[config.mk]
export PLATFORM = sky130hd
export DESIGN_NAME = uart_frame_parser_flat
export DESIGN_NICKNAME = d
export VERILOG_FILES = /design/src/rtl/uart_frame_parser_if.sv /design/src/rtl/uart_frame_parser.sv /design/src/flat_wrapper.sv
export SDC_FILE = /design/constraint.sdc
export NUM_CORES = 1
export LEC_CHECK = 0
export CELL_PAD_IN_SITES_DETAIL_PLACEMENT = 0
export CELL_PAD_IN_SITES_GLOBAL_PLACEMENT = 2
export CORE_MARGIN = 3
export CORE_UTILIZATION = 30
export DETAILED_ROUTE_END_ITERATION = 10
export PLACE_DENSITY = 0.79
export SLEW_MARGIN = 20
export SYNTH_ARGS = -nofsm -noshare
export SYNTH_HDL_FRONTEND = slang
export SYNTH_SLANG_ARGS = --single-unit
[constraint.sdc]
create_clock -name clk -period 2 [get_ports clk]
set_input_delay 0.4 -clock clk [delete_from_list [all_inputs] [get_ports clk]]
set_output_delay 0.4 -clock clk [all_outputs]
set_load 0.02 [all_outputs]
[src/rtl/uart_frame_parser_if.sv]
// Byte-stream input and command/error output bundle of the UART frame parser.
// master: the parser itself; slave: the byte receiver plus command consumer side.
interface uart_frame_parser_if;
   logic [7:0]  data_byte;
   logic        rx_done;
   logic [7:0]  cmd_code;
   logic [31:0] cmd_addr;
   logic        cmd_valid;
   logic        cmd_ready;
   logic        frame_err;
   logic [1:0]  err_code;

   modport master (
      input  data_byte, rx_done, cmd_ready,
      output cmd_code, cmd_addr, cmd_valid, frame_err, err_code
   );

   modport slave (
      output data_byte, rx_done, cmd_ready,
      input  cmd_code, cmd_addr, cmd_valid, frame_err, err_code
   );
endinterface

[src/rtl/uart_frame_parser.sv]
// Assembles 8-byte frames (HDR0 HDR1 CMD A3 A2 A1 A0 CHK) into ICAPE2 commands.
// Define FRAME_TIMEOUT_EN to abort frames that stall longer than TIMEOUT_CYC between bytes.
//
// state  | meaning
// -------+-----------------------------------------------------------
// S_IDLE | hunting for HDR0
// S_HDR  | HDR0 seen, expecting HDR1 (another HDR0 resyncs)
// S_CMD  | expecting the command byte
// S_ADDR | collecting four address bytes, MSB first
// S_CHK  | expecting the checksum byte
// S_OUT  | command presented, waiting for cmd_ready
module uart_frame_parser #(
   parameter logic [7:0]  HDR0        = 8'h55,
   parameter logic [7:0]  HDR1        = 8'hAA,
   parameter int unsigned TIMEOUT_CYC = 50000
) (
   input  logic                 clk,
   input  logic                 rst,
   uart_frame_parser_if.master  bus
);

   typedef enum logic [2:0] {
      S_IDLE,
      S_HDR,
      S_CMD,
      S_ADDR,
      S_CHK,
      S_OUT
   } state_t;

   localparam logic [1:0] ERR_CHK = 2'b01;
   localparam logic [1:0] ERR_OVR = 2'b11;

   state_t      state;
   logic [7:0]  sum;
   logic [1:0]  idx;
   logic [7:0]  code_sh;
   logic [31:0] addr_sh;

`ifdef FRAME_TIMEOUT_EN
   localparam logic [1:0]  ERR_TO  = 2'b10;
   localparam int unsigned TO_W    = $clog2(TIMEOUT_CYC + 1);
   localparam logic [TO_W-1:0] TO_LAST = TO_W'(TIMEOUT_CYC - 1);
   logic [TO_W-1:0] to_cnt;
`else
   logic unused_timeout_cyc;
   assign unused_timeout_cyc = ^TIMEOUT_CYC;
`endif

   always_ff @(posedge clk) begin
      if (rst) begin
         state         <= S_IDLE;
         sum           <= 8'h00;
         idx           <= 2'd0;
         code_sh       <= 8'h00;
         addr_sh       <= 32'h0;
         bus.cmd_code  <= 8'h00;
         bus.cmd_addr  <= 32'h0;
         bus.cmd_valid <= 1'b0;
         bus.frame_err <= 1'b0;
         bus.err_code  <= 2'b00;
`ifdef FRAME_TIMEOUT_EN
         to_cnt        <= '0;
`endif
      end else begin
         bus.frame_err <= 1'b0;
         case (state)
            S_IDLE: begin
               if (bus.rx_done && bus.data_byte == HDR0) state <= S_HDR;
            end
            S_HDR: begin
               if (bus.rx_done) begin
                  if (bus.data_byte == HDR1)      state <= S_CMD;
                  else if (bus.data_byte != HDR0) state <= S_IDLE;
               end
            end
            S_CMD: begin
               if (bus.rx_done) begin
                  code_sh <= bus.data_byte;
                  sum     <= bus.data_byte;
                  idx     <= 2'd0;
                  state   <= S_ADDR;
               end
            end
            S_ADDR: begin
               if (bus.rx_done) begin
                  addr_sh <= {addr_sh[23:0], bus.data_byte};
                  sum     <= sum + bus.data_byte;
                  idx     <= idx + 2'd1;
                  if (idx == 2'd3) state <= S_CHK;
               end
            end
            S_CHK: begin
               if (bus.rx_done) begin
                  if (bus.data_byte == sum) begin
                     bus.cmd_code  <= code_sh;
                     bus.cmd_addr  <= addr_sh;
                     bus.cmd_valid <= 1'b1;
                     state         <= S_OUT;
                  end else begin
                     bus.frame_err <= 1'b1;
                     bus.err_code  <= ERR_CHK;
                     state         <= S_IDLE;
                  end
               end
            end
            S_OUT: begin
               // acceptance wins over a colliding byte: it is dropped silently
               if (bus.cmd_ready) begin
                  bus.cmd_valid <= 1'b0;
                  state         <= S_IDLE;
               end else if (bus.rx_done) begin
                  bus.frame_err <= 1'b1;
                  bus.err_code  <= ERR_OVR;
               end
            end
            default: state <= S_IDLE;
         endcase

`ifdef FRAME_TIMEOUT_EN
         // a byte arriving in the expiry cycle clears the counter and is processed above
         if (bus.rx_done || state == S_IDLE || state == S_OUT) begin
            to_cnt <= '0;
         end else if (to_cnt == TO_LAST) begin
            to_cnt        <= '0;
            state         <= S_IDLE;
            bus.frame_err <= 1'b1;
            bus.err_code  <= ERR_TO;
         end else begin
            to_cnt <= to_cnt + 1'b1;
         end
`endif
      end
   end

endmodule

[src/flat_wrapper.sv]
// flat-port wrapper written by rule: the top's interface ports become plain ports
module uart_frame_parser_flat 
#(
   parameter logic [7:0]  HDR0        = 8'h55,
   parameter logic [7:0]  HDR1        = 8'hAA,
   parameter int unsigned TIMEOUT_CYC = 50000
)
  (clk, rst, bus_data_byte, bus_rx_done, bus_cmd_ready, bus_cmd_code, bus_cmd_addr, bus_cmd_valid, bus_frame_err, bus_err_code);
  uart_frame_parser_if bus_i ();
  input  logic clk;
  input  logic rst;
  input wire logic [$bits(bus_i.data_byte)-1:0] bus_data_byte;
  input wire logic [$bits(bus_i.rx_done)-1:0] bus_rx_done;
  input wire logic [$bits(bus_i.cmd_ready)-1:0] bus_cmd_ready;
  output wire logic [$bits(bus_i.cmd_code)-1:0] bus_cmd_code;
  output wire logic [$bits(bus_i.cmd_addr)-1:0] bus_cmd_addr;
  output wire logic [$bits(bus_i.cmd_valid)-1:0] bus_cmd_valid;
  output wire logic [$bits(bus_i.frame_err)-1:0] bus_frame_err;
  output wire logic [$bits(bus_i.err_code)-1:0] bus_err_code;
  assign bus_i.data_byte = bus_data_byte;
  assign bus_i.rx_done = bus_rx_done;
  assign bus_i.cmd_ready = bus_cmd_ready;
  assign bus_cmd_code = bus_i.cmd_code;
  assign bus_cmd_addr = bus_i.cmd_addr;
  assign bus_cmd_valid = bus_i.cmd_valid;
  assign bus_frame_err = bus_i.frame_err;
  assign bus_err_code = bus_i.err_code;
  uart_frame_parser #(.HDR0(HDR0), .HDR1(HDR1), .TIMEOUT_CYC(TIMEOUT_CYC)) u_core (.clk(clk), .rst(rst), .bus(bus_i));
endmodule
==> After elaboration in Yosys (flattened, before gate mapping) <==
Index checks and enable logic that the tools add are counted.
{ "word_totals": {"in_bits": 12, "out_inout_bits": 44, "register_bits": 97} }
{ "classes": {"n_addsub": 2, "mux": 31, "eq_ne": 22, "n_reduce_logical": 11} }
{ "ops": {"columns": ["op", "n"], "rows": [
  ["3-bit two-way mux", 10],
  ["3-bit one-hot mux with 6 select lines", 1],
  ["8-bit two-way mux", 2],
  ["2-bit != test, second input constant", 8],
  ["8-bit one-hot mux with 2 select lines", 1],
  ["2-bit two-way mux", 6],
  ["8-bit adder", 1],
  ["8-bit by 7-bit == test with 1-bit output, second input constant", 1],
  ["8-bit == test", 1],
  ["8-bit == test, second input constant", 1],
  ["8-bit by 7-bit != test with 1-bit output, second input constant", 1],
  ["2-bit one-hot mux with 2 select lines", 2],
  ["8-bit AND reduction", 1],
  ["1-bit two-way mux", 7],
  ["3-bit by 2-bit == test with 1-bit output, second input constant", 2],
  ["3-bit == test, second input constant", 2],
  ["2-bit by 1-bit != test with 1-bit output, second input constant", 3],
  ["3-bit AND reduction", 2],
  ["5-bit AND reduction", 1],
  ["1-bit one-hot mux with 2 select lines", 2],
  ["2-bit AND reduction", 2],
  ["4-bit AND reduction", 1],
  ["2-bit nonzero test", 2],
  ["3-bit by 1-bit == test with 1-bit output, second input constant", 1],
  ["5 further kinds", 5]
]} }

==> Logic depth before layout (Yosys ltp) <==
{ "depth": {"ltp_word": 5, "mapped_depth": 8, "depth_no_buf": 8} }

==> Worst setup path before layout <==
Ideal clock, no wire load.
{ "synth_path": {"path_kind": "input to register", "startpoint": "in bus_data_byte[5]", "endpoint": "reg u_core.bus.cmd_addr[11]", "path_buffers": 2, "slack_ps": 160, "required_ps": 1931, "t_arrival_ps": 1771, "stages": 8, "path_cell_list": "ha_1 -> nor4_1 -> and3_1 -> and3_1 -> buf_4 -> buf_6 -> nand2_1 -> a21oi_2"} }
{ "synth_between": {"elab_chain_len": 2} }
{ "synth_lines": {"columns": ["element", "line", "source"], "rows": [
  ["start: declaration", "flat_wrapper.sv:12", "input wire logic [$bits(bus_i.data_byte)-1:0] bus_data_byte;"],
  ["8-bit == test", "uart_frame_parser.sv:95", "if (bus.data_byte == sum) begin"],
  ["3-bit AND reduction (no line)", null, null],
  ["end signal: assignment", "uart_frame_parser.sv:97", "bus.cmd_addr <= addr_sh;"],
  ["end: declaration", "uart_frame_parser_if.sv:15", "output cmd_code, cmd_addr, cmd_valid, frame_err, err_code"]
]} }
No other way between the ends.
A chain may end at the register's enable or synchronous reset.

==> Final worst setup path <==
{ "layout_path": {"startpoint": "reg u_core.sum[4]", "endpoint": "reg u_core.bus.cmd_addr[11]"} }
{ "layout_between": {"elab_chain_len": 2} }
{ "layout_lines": {"columns": ["element", "line", "source"], "rows": [
  ["start: declaration", "uart_frame_parser.sv:35", "logic [7:0] sum;"],
  ["start signal: assignment", "uart_frame_parser.sv:80", "sum <= bus.data_byte;"],
  ["start signal: assignment", "uart_frame_parser.sv:88", "sum <= sum + bus.data_byte;"],
  ["8-bit == test", "uart_frame_parser.sv:95", null],
  ["3-bit AND reduction (no line)", null, null]
]} }
No other way between the ends.

==> flow_summary_export.csv <==
group,metric,value,unit
global_route,grt_antenna_before_repair,0,
global_route,grt_max_degree,41,
clock_network,cts-root-buf,"clkbuf_16",
finish,finalNonFillerCells,759,
logic_synthesis,synth_ff_type,"dfxtp_1",
setup_path,worstPathMaxFanout,8,
finish,seq_area,1940,µm²
routing,num_vias,3643,
finish,multi_input_area,1950,µm²
logic_synthesis,async_flop_share,0,%
global_route,grt_first_pass_wirelength,18600,µm
floorplanning,initial_core_util,31.3,%
setup_path,reg2reg_slack,0.14,ns
clock_network,h-tree-depth,3,
sta,slew_headroom,70.9,%
clock_network,cts_tree,"yes",
logic_synthesis,syn_avg_cell_area,7.97,µm²
setup_path,crit_buf_inv,2,
finish,num-nets-final,603,
finish,area_growth,35.7,%
min_path,whs_path_depth,2,
sta,clock_skew,0.00544,ns
placement,hpwlAfterDp,7710,µm
finish,n_antenna_cell,0,
sta,rsz0062_at_grt,"no",
sta,setup_viol,0,
global_route,overflow,0,
clock_network,clk_pin_slew,0.07,ns
setup_path,slowest_stage,"dfxtp_2",
floorplanning,die_h,122,µm
logic_synthesis,synth.top_cell.area_share,48.1,%
floorplanning,row_count,41,
power_and_ir_drop,p_leak,1.87,nW
min_path,min_path_type,"reg2reg",
routing,first_pass_iters,4,
floorplanning,chipWidth,122,µm
clock_network,cts_buffers,9,
routing,drcViolationCount,0,
finish,drive_above_1_share,14.7,%
logic_synthesis,synth_cell_types,44,
logic_synthesis,netlist_area,4030,µm²
logic_synthesis,synth_nets,527,
placement,routabilityCongestion,0.839,
logic_synthesis,synth-seq-cells,97,
power_and_ir_drop,pwr_density_cell,756,nW/µm²
floorplanning,core_area,12900,µm²
sta,period_share,93.1,%
clock_network,cts.sinks,97,
setup_path,path_cells,"ha_4 -> nor4_1 -> and3_1 -> and3_4 -> buf_12 -> buf_4 -> nand2_1 -> a21oi_2",
placement,dp.cells,739,
clock_network,cts_max_path_buffers,2,
logic_synthesis,yosysWarnings,0,
clock_network,ctsHoldBuffers,0,
sta,tightest_slew,0.436,ns
finish,fill_cells,1318,
routing,routed_wl,11400,µm
setup_path,cp-start-kind,"flop",
setup_path,critPathKind,"reg2reg",
routing,post_drt_wl_per_cell,15.0,µm
global_route,grt_util_all_layers,15.9,%
setup_path,cp_top_family,"simple AND/OR/NAND/NOR gates",
sta,maxSlewViolCount,0,
logic_synthesis,netlist_top_cells_count,"nand2_1, dfxtp_1, a21oi_1",
clock_network,clk_latency,0.34,ns
floorplanning,io_pins,56,
power_and_ir_drop,ir_drop,0.000411,V
routing,vias_per_cell,4.80,
setup_path,reg2reg_depth,8,
logic_synthesis,yosysMostFrequentCell,"nand2_1",
setup_path,required,2.28,ns
setup_path,end_kind,"flop",
global_route,grt_pass1_vias,3626,
logic_synthesis,synth-edff-count,0,
floorplanning,die_area,14900,µm²
placement,port_buffers,55,
sta,fin_crit,1.86,ns
logic_synthesis,yosys-top-cells-area,"dfxtp_1, nand2_1, a21oi_1, ha_1, a21oi_2",
flow_run,max_cap_violations,0,
sta,finalSetupTns,0,ns
setup_path,cp_data_arrival_time,2.14,ns
sta,max_freq,537,MHz
logic_synthesis,syn_inst,506,
outcome,status,"completed",
setup_path,max_stage_delay,0.38,ns
setup_path,worst-path-stages,8,
routing,ant_nets,0,
logic_synthesis,ys_seq_area_share,48.1,%
logic_synthesis,synth_top_area_cell,"dfxtp_1",
sta,hold_viol,0,
routing,dr.first_iter.drc_count,200,
==> worst reg2reg max path: stages (launching register included) <==
cell and delay, ns:
dfxtp_2 0.38, ha_4 0.22, nor4_1 0.25, and3_1 0.22, and3_4 0.28, buf_12 0.15
buf_4 0.11, nand2_1 0.06, a21oi_2 0.12
==> cell families (layout without fill, tap and decap cells) <==
kind of cell	Yosys count	in the layout	synth area share, %
flip-flops	97	97	48.1
AO/OA/AOI/OAI	127	127	18.9
AND/OR/NAND/NOR	226	226	23.8
buffers and inverters	42	123	5.02
multiplexers	2	2	0.496
adder cells (fa/ha/maj)	9	9	2.98
XOR/XNOR	3	3	0.651
==> layer usage <==
| metal | share of wire [%] | vias up | global-route usage (%) |
|---|---|---|---|
| met5 | 0 | - | 0 |
| met4 | 2.0 | 0 | 6.23 |
| met2 | 46 | 82 | 25.4 |
| li1 | - | 1861 | - |
| met1 | 47 | 1683 | 21.3 |
| met3 | 4.9 | 17 | 2.83 |
==> path summary, 6_finish.rpt <==
path,start,to
setup / recovery,u_core.sum[4]$_SDFFE_PP0P_,u_core.bus.cmd_addr[11]$_SDFFE_PP0P_
setup reg to reg,u_core.sum[4]$_SDFFE_PP0P_,u_core.bus.cmd_addr[11]$_SDFFE_PP0P_
hold / removal,u_core.bus.cmd_addr[25]$_SDFFE_PP0P_,u_core.bus.cmd_addr[25]$_SDFFE_PP0P_
hold reg to reg,u_core.bus.cmd_addr[25]$_SDFFE_PP0P_,u_core.bus.cmd_addr[25]$_SDFFE_PP0P_
==> flip-flops by register name, indices dropped and copies added (netlist names), 2 cells and up <==
signal	cells
u_core.state	3
u_core.idx	2
u_core.code_sh	8
u_core.bus.cmd_addr	32
u_core.addr_sh	32
u_core.sum	8
u_core.bus.cmd_code	8
u_core.bus.err_code	2
==> power breakdown <==
part	internal (W)	leakage [nW]	switching (W)	total [W]
Clock	0.00130	0.178	0.000759	0.00206
Combinational	0.0000596	0.913	0.0000888	0.000148
Sequential	0.00193	0.782	0.0000000759	0.00193
Total	0.00329	1.87	0.000848	0.00414
==> cells in the final DEF, fill, tap and decap left out, types with 3 or more instances in the layout <==
master,n
nand2_1,172
dfxtp_1,95
a21oi_1,82
clkdlybuf4s50_1,47
buf_4,38
nor2_1,12
a21oi_2,10
clkbuf_16,10
nor3_1,9
inv_1,8
nor2b_1,6
o21ai_0,6
o221ai_1,6
a211oi_1,5
dlygate4sd2_1,5
nand2b_1,4
ha_4,4
buf_12,4
xnor2_1,3
nor4_1,3
a21o_1,3
or3_1,3
o211ai_1,3
ha_1,3
bufinv_16,3
==> stage by stage <==
stage / util [%] / worst slack, ns / total power [W] / hold slack (ns) / cell area, µm²
floorplan: - / 0.160 / 0.00204 / 0.436 / 4030
global placement: 38.6 / -0.504 / 0.00212 / 0.440 / 4970
detailed placement: 38.6 / -0.516 / 0.00212 / 0.446 / 4970
CTS: 42.0 / 0.000247 / 0.00419 / 0.454 / 5410
global route: 42.5 / 0.0190 / 0.00429 / 0.466 / 5480
finish: 42.5 / 0.138 / 0.00414 / 0.451 / 5480
==> final cells by class <==
| class | count | share of cell area (%) |
|---|---|---|
| Sequential cell | 97 | 35.5 |
| Timing Repair Buffer | 99 | 17.7 |
| Multi-Input combinational cell | 367 | 35.7 |
| Inverter | 8 | 0.548 |
| Tap cell | 172 | 3.93 |
| Clock inverter | 5 | 2.01 |
| Clock buffer | 11 | 4.62 |
==> repair_timing <==
item	4_1_cts	5_1_grt
resized for setup	13	7
pin swaps	4	3
setup endpoints to repair	45	38
cloned	1	1
buffers inserted	1	1
Note: power is estimated with default switching activity, not from simulation.
